$ cat config.mk
export PLATFORM = sky130hd
export DESIGN_NAME = airlock_second_timer
export DESIGN_NICKNAME = d
export VERILOG_FILES = /design/src/rtl/airlock_pkg.sv /design/src/rtl/airlock_second_timer_seg7_digit.sv /design/src/rtl/airlock_second_timer.sv
export SDC_FILE = /design/constraint.sdc
export NUM_CORES = 1
export LEC_CHECK = 0
export ABC_AREA = 1
export BUFFER_PORTS_ARGS = -buffer_cell sky130_fd_sc_hd__buf_4
export CORE_ASPECT_RATIO = 1.5
export CORE_MARGIN = 2
export CORE_UTILIZATION = 62
export CTS_BUF_LIST = sky130_fd_sc_hd__clkbuf_8
export CTS_CLUSTER_SIZE = 40
export DETAILED_ROUTE_END_ITERATION = 12
export GPL_TIMING_DRIVEN = 0
export PLACE_DENSITY = 0.81
export SYNTH_ARGS = -nofsm -noshare
export SYNTH_HDL_FRONTEND = slang
export SYNTH_SLANG_ARGS = --single-unit
$ cat constraint.sdc
create_clock -name clock -period 1.8 [get_ports clock]
set_input_delay 0.18 -clock clock [delete_from_list [all_inputs] [get_ports clock]]
set_output_delay 0.18 -clock clock [all_outputs]
set_load 0.05 [all_outputs]
$ cat src/rtl/airlock_pkg.sv
// airlock_pkg
// Shared definitions for the airlock sequencing logic:
//   - timerState_t : run-controller states of the elapsed-seconds timer
//   - SEG_*        : active-low 7-segment patterns, segment order gfedcba
//   - *_SEC        : dwell thresholds the leaving/arriving FSMs compare
//                    against the timer count
package airlock_pkg;

  typedef enum logic [1:0] {
    IDLE = 2'd0,
    RUN  = 2'd1,
    HOLD = 2'd2
  } timerState_t;

  localparam logic [6:0] SEG_BLANK  = 7'b1111111;
  localparam logic [6:0] SEG_DIGIT0 = 7'b1000000;
  localparam logic [6:0] SEG_DIGIT1 = 7'b1111001;
  localparam logic [6:0] SEG_DIGIT2 = 7'b0100100;
  localparam logic [6:0] SEG_DIGIT3 = 7'b0110000;
  localparam logic [6:0] SEG_DIGIT4 = 7'b0011001;
  localparam logic [6:0] SEG_DIGIT5 = 7'b0010010;
  localparam logic [6:0] SEG_DIGIT6 = 7'b0000010;
  localparam logic [6:0] SEG_DIGIT7 = 7'b1111000;

  localparam int LAMP_SEC  = 1;
  localparam int EVAC_SEC  = 2;
  localparam int PRESS_SEC = 4;

endpackage

$ cat src/rtl/airlock_second_timer_seg7_digit.sv
// seg7_digit
// Combinational 3-bit digit to active-low 7-segment decoder (gfedcba).
// Only compiled when AIRLOCK_TIMER_DISPLAY_EN is defined, since it is used
// solely by the optional display of airlock_second_timer.
// Ports:
//   digit    : input  [2:0] value 0..7
//   segments : output [6:0] active-low segment pattern
`ifdef AIRLOCK_TIMER_DISPLAY_EN
module seg7_digit
  import airlock_pkg::*;
(
  input  logic [2:0] digit,
  output logic [6:0] segments
);

  always_comb begin
    segments = SEG_BLANK;
    case (digit)
      3'd0: segments = SEG_DIGIT0;
      3'd1: segments = SEG_DIGIT1;
      3'd2: segments = SEG_DIGIT2;
      3'd3: segments = SEG_DIGIT3;
      3'd4: segments = SEG_DIGIT4;
      3'd5: segments = SEG_DIGIT5;
      3'd6: segments = SEG_DIGIT6;
      3'd7: segments = SEG_DIGIT7;
      default: segments = SEG_BLANK;
    endcase
  end

endmodule
`endif

$ cat src/rtl/airlock_second_timer.sv
// airlock_second_timer
// Elapsed-seconds timer for the airlock sequencing FSMs. A prescaler divides
// the board clock to 1 s ticks; a saturating seconds counter is driven by a
// three-state run controller (IDLE / RUN / HOLD).
// Optional feature macro: AIRLOCK_TIMER_DISPLAY_EN adds a registered
// active-low 7-segment display output of the count.
// Ports:
//   clock    : input          system clock, posedge
//   rst      : input          synchronous active-high reset, dominates all
//   clear    : input          restart request (FSM rstCounter)
//   enable   : input          count gate while in RUN
//   count    : output [CNT_W] elapsed whole seconds since last clear
//   sec_tick : output         one-cycle pulse when count takes a new value
//   sat      : output         high while count is held at its maximum
//   display  : output [6:0]   (AIRLOCK_TIMER_DISPLAY_EN only) gfedcba, active-low
module airlock_second_timer
  import airlock_pkg::*;
#(
  parameter int TICKS_PER_SEC = 390625,
  parameter int PRESC_W       = 19,
  parameter int CNT_W         = 3
) (
  input  logic             clock,
  input  logic             rst,
  input  logic             clear,
  input  logic             enable,
  output logic [CNT_W-1:0] count,
  output logic             sec_tick,
  output logic             sat
`ifdef AIRLOCK_TIMER_DISPLAY_EN
  ,
  output logic [6:0]       display
`endif
);

  localparam logic [PRESC_W-1:0] PRESC_LAST = PRESC_W'(TICKS_PER_SEC - 1);
  localparam logic [CNT_W-1:0]   CNT_MAX    = {CNT_W{1'b1}};

  timerState_t        stateReg;
  logic [PRESC_W-1:0] prescReg;
  logic [CNT_W-1:0]   countInc;
  logic               tickNow;

  assign countInc = count + 1'b1;
  // A second elapses on this edge only when running, enabled and the
  // prescaler has reached its last value; clear overrides it below.
  assign tickNow  = (stateReg == RUN) && enable && (prescReg == PRESC_LAST);

  always_ff @(posedge clock) begin
    if (rst) begin
      stateReg <= IDLE;
      prescReg <= '0;
      count    <= '0;
      sec_tick <= 1'b0;
      sat      <= 1'b0;
    end else if (clear) begin
      // clear wins over a coincident tick and restarts from zero
      stateReg <= RUN;
      prescReg <= '0;
      count    <= '0;
      sec_tick <= 1'b0;
      sat      <= 1'b0;
    end else begin
      case (stateReg)
        IDLE: begin
          prescReg <= '0;
          count    <= '0;
          sec_tick <= 1'b0;
          sat      <= 1'b0;
        end
        RUN: begin
          if (tickNow) begin
            prescReg <= '0;
            count    <= countInc;
            sec_tick <= 1'b1;
            if (countInc == CNT_MAX) begin
              stateReg <= HOLD;
              sat      <= 1'b1;
            end
          end else begin
            // enable low freezes the prescaler so no partial second is lost
            if (enable) begin
              prescReg <= prescReg + 1'b1;
            end
            sec_tick <= 1'b0;
          end
        end
        HOLD: begin
          sec_tick <= 1'b0;
          sat      <= 1'b1;
        end
        default: begin
          stateReg <= IDLE;
          prescReg <= '0;
          count    <= '0;
          sec_tick <= 1'b0;
          sat      <= 1'b0;
        end
      endcase
    end
  end

`ifdef AIRLOCK_TIMER_DISPLAY_EN
  logic [6:0] incSegments;

  // Decode the value count is about to take so display moves on the same
  // edge as count rather than one cycle behind it.
  seg7_digit u_seg7Digit (
    .digit    (3'(countInc)),
    .segments (incSegments)
  );

  always_ff @(posedge clock) begin
    if (rst) begin
      display <= SEG_BLANK;
    end else if (clear) begin
      display <= SEG_DIGIT0;
    end else begin
      case (stateReg)
        RUN: begin
          if (tickNow) begin
            display <= incSegments;
          end
        end
        HOLD: begin
          display <= display;
        end
        default: begin
          display <= SEG_BLANK;
        end
      endcase
    end
  end
`endif

endmodule

==> qor.yml <==
outcome: "finished, final reports clean"
vdd_drop_max_mv: 0.702
antenna_left: 0
ios: 9
cts_tree: "done"
syn-instance-count: 210
critical_path_arrival_ps: 1950
drc_errors: 0
wirelength_um: 3370
die_x_um: 43.4
grt_max_degree: 16
critPathMaxStageDelay_ps: 370
slew_headroom_pct: 45.4
ys_seq_area_share_pct: 36.1
syn_area_um2: 1440
yosys_register_bits: 26
core_um2: 2210
drt_pre_antenna_iters: 4
fp-row-count: 21
final_cells: 253
fin_crit_sh_pct: 96.4
cts_buffers: 3
syn_avg_cell_area_um2: 6.86
drv_slew: 0
fmax_mhz: 576
hold_path_class: "in2reg"
clk_latency_ps: 280
hold_depth: 2
die_area_um2: 2730
drt_iter0_drc: 69
hold_viol: 0
finalSetupViolCount: 0
total_leakage_power_nw: 0.694
cap_viol_max_count: 0
dp_slack_ps: -156
wl_per_cell_um: 13.3
antenna_found_initial: 0
slowest_stage: "dfxtp_2"
ctsHoldBuffers: 0
crit_fanout: 6
grt_pass1_wl_um: 5460
fin_skew_ps: 7.15
power_mw: 1.23
fin_crit_ps: 1740
antenna_cells: 0
synthToLayoutAreaGrowth_pct: 18.9
synth_nets: 221
cp_cell_sequence: "inv_1 -> ha_2 -> a21oi_4 -> nand2_1 -> nor2_4 -> nand3_1 -> nand2_1 -> nand3_1 -> nor2_1"
cts_max_path_buffers: 2
ys_warn_count: 0
htreeDepth: 1
fin_setup_tns_ps: 0
clk_pin_slew_ps: 90
dpl.cell_count: 241
fillers: 162
end_kind: "register"
clock-sinks: 26
crit_path_start_kind: "register"
gr-total-overflow: 0
io_buffers: 8
required_ps: 2020
worst_pin_slew_ps: 816
r2r_cells: 9
powerDensity_nw_per_um2: 721
crit_type: "reg2reg"
via_count: 1410
final_util_pct: 77.6
gr-usage-all-layers_pct: 25.5
dp_hpwl_um: 2290
clockRootBuffer: "clkbuf_8"
fin_ws_ps: 64.5
die_h_um: 63.0
layout-drive-gt1-share_pct: 16.5
vias_per_cell: 5.57
grt_pass1_vias: 1371
initial_core_util_pct: 65.2
ys_types: 24
nets: 242
routabilityCongestion: 0.918
[registers in the layout, summed over array words and instances (netlist names)]
signal and flops:
prescReg 19, count 3, sec_tick 1, sat 1, stateReg 2
[final timing paths]
kind | from | to | slack (ps)
setup / recovery | stateReg[0]$_SDFFE_PP0P_ | prescReg[18]$_SDFFE_PP0P_ | 60
hold / removal | rst | stateReg[0]$_SDFFE_PP0P_ | 50
setup reg to reg | stateReg[0]$_SDFFE_PP0P_ | prescReg[18]$_SDFFE_PP0P_ | 60
hold reg to reg | sat$_SDFFE_PP0P_ | sat$_SDFFE_PP0P_ | 480
[cells in the mapped netlist]
| cell type | number | area, um^2 |
|---|---|---|
| nor3_1 | 3 | 15.0 |
| nand2_1 | 49 | 184 |
| clkbuf_1 | 1 | 3.75 |
| nand4_1 | 5 | 31.3 |
| dfxtp_1 | 26 | 521 |
| nand3_1 | 17 | 85.1 |
| nor2_2 | 1 | 6.26 |
| o21bai_1 | 1 | 7.51 |
| xor2_1 | 5 | 43.8 |
| nor2_1 | 40 | 150 |
| xnor2_1 | 5 | 43.8 |
| nand3_2 | 1 | 10.0 |
| or2_2 | 1 | 6.26 |
| nand3b_1 | 1 | 7.51 |
| a21oi_4 | 1 | 16.3 |
| nand2_4 | 2 | 22.5 |
| ha_1 | 7 | 87.6 |
| nand2_2 | 1 | 6.26 |
| a21oi_1 | 12 | 60.1 |
| inv_2 | 1 | 3.75 |
| o21ai_0 | 4 | 20.0 |
| buf_6 | 1 | 11.3 |
| a21o_1 | 1 | 7.51 |
| inv_1 | 24 | 90.1 |
[logic make-up after synthesis]
kind of cell / synth area share [%]
fa+ha+maj: 6.08
simple gates: 36.4
flops: 36.1
xor+xnor: 6.08
buf+inv: 7.56
compound gates: 7.73
[cell type report]
type | count | area (um^2) | share of cell area, %
multi-input combinational | 157 | 858 | 50.1
sequential | 26 | 522 | 30.5
timing repair buffer | 16 | 120 | 7.02
inverter | 25 | 96.3 | 5.63
clock buffer | 3 | 41.3 | 2.41
clock inverter | 1 | 30.0 | 1.75
tap | 23 | 28.8 | 1.68
buffer | 2 | 15.0 | 0.877
[repair_timing]
action / in CTS / in global routing
pin swaps: 0 / 4
gates resized for setup: 9 / 6
buffers inserted: 0 / 8
setup endpoints to repair: 15 / 15
[stage by stage]
step / hold WS, ps / area, um^2
floorplan: 249 / 1440
global placement: 344 / 1530
detailed placement: 353 / 1530
CTS: 55.1 / 1640
global route: 54.5 / 1710
finish: 53.9 / 1710
[per-layer routing]
metal / global-route usage (%) / part of all wire, % / vias to the layer above
met5: 0 / 0 / -
met4: 13.3 / 3.8 / 0
met3: 2.89 / 4.1 / 14
met2: 45.1 / 53 / 52
met1: 28.4 / 39 / 644
li1: - / - / 700
[worst max-delay path: cells and delay by family (launching register included)]
family | cells | cell delay, ps
simple gates | 6 | 790
flops | 1 | 370
buf+inv | 1 | 70
fa+ha+maj | 1 | 230
compound gates | 1 | 210
[placed cells by master, fill, tap and decap left out, types with 2 or more instances in the layout]
cell type	count
a21oi_1	12
buf_4	16
clkbuf_8	3
dfxtp_1	25
ha_1	5
inv_1	23
nand2_1	47
nand2_2	2
nand2_4	3
nand3_1	17
nand4_1	5
nor2_1	37
nor2_4	3
nor3_1	3
o21ai_0	4
xnor2_1	5
xor2_1	5
[power breakdown]
part / internal (mW) / switching (mW) / total [mW]
clock: 0.298 / 0.196 / 0.493
sequential: 0.583 / 0.00751 / 0.591
combinational: 0.0590 / 0.0910 / 0.150
total: 0.940 / 0.294 / 1.23
Power figures use the tool's default switching activity.
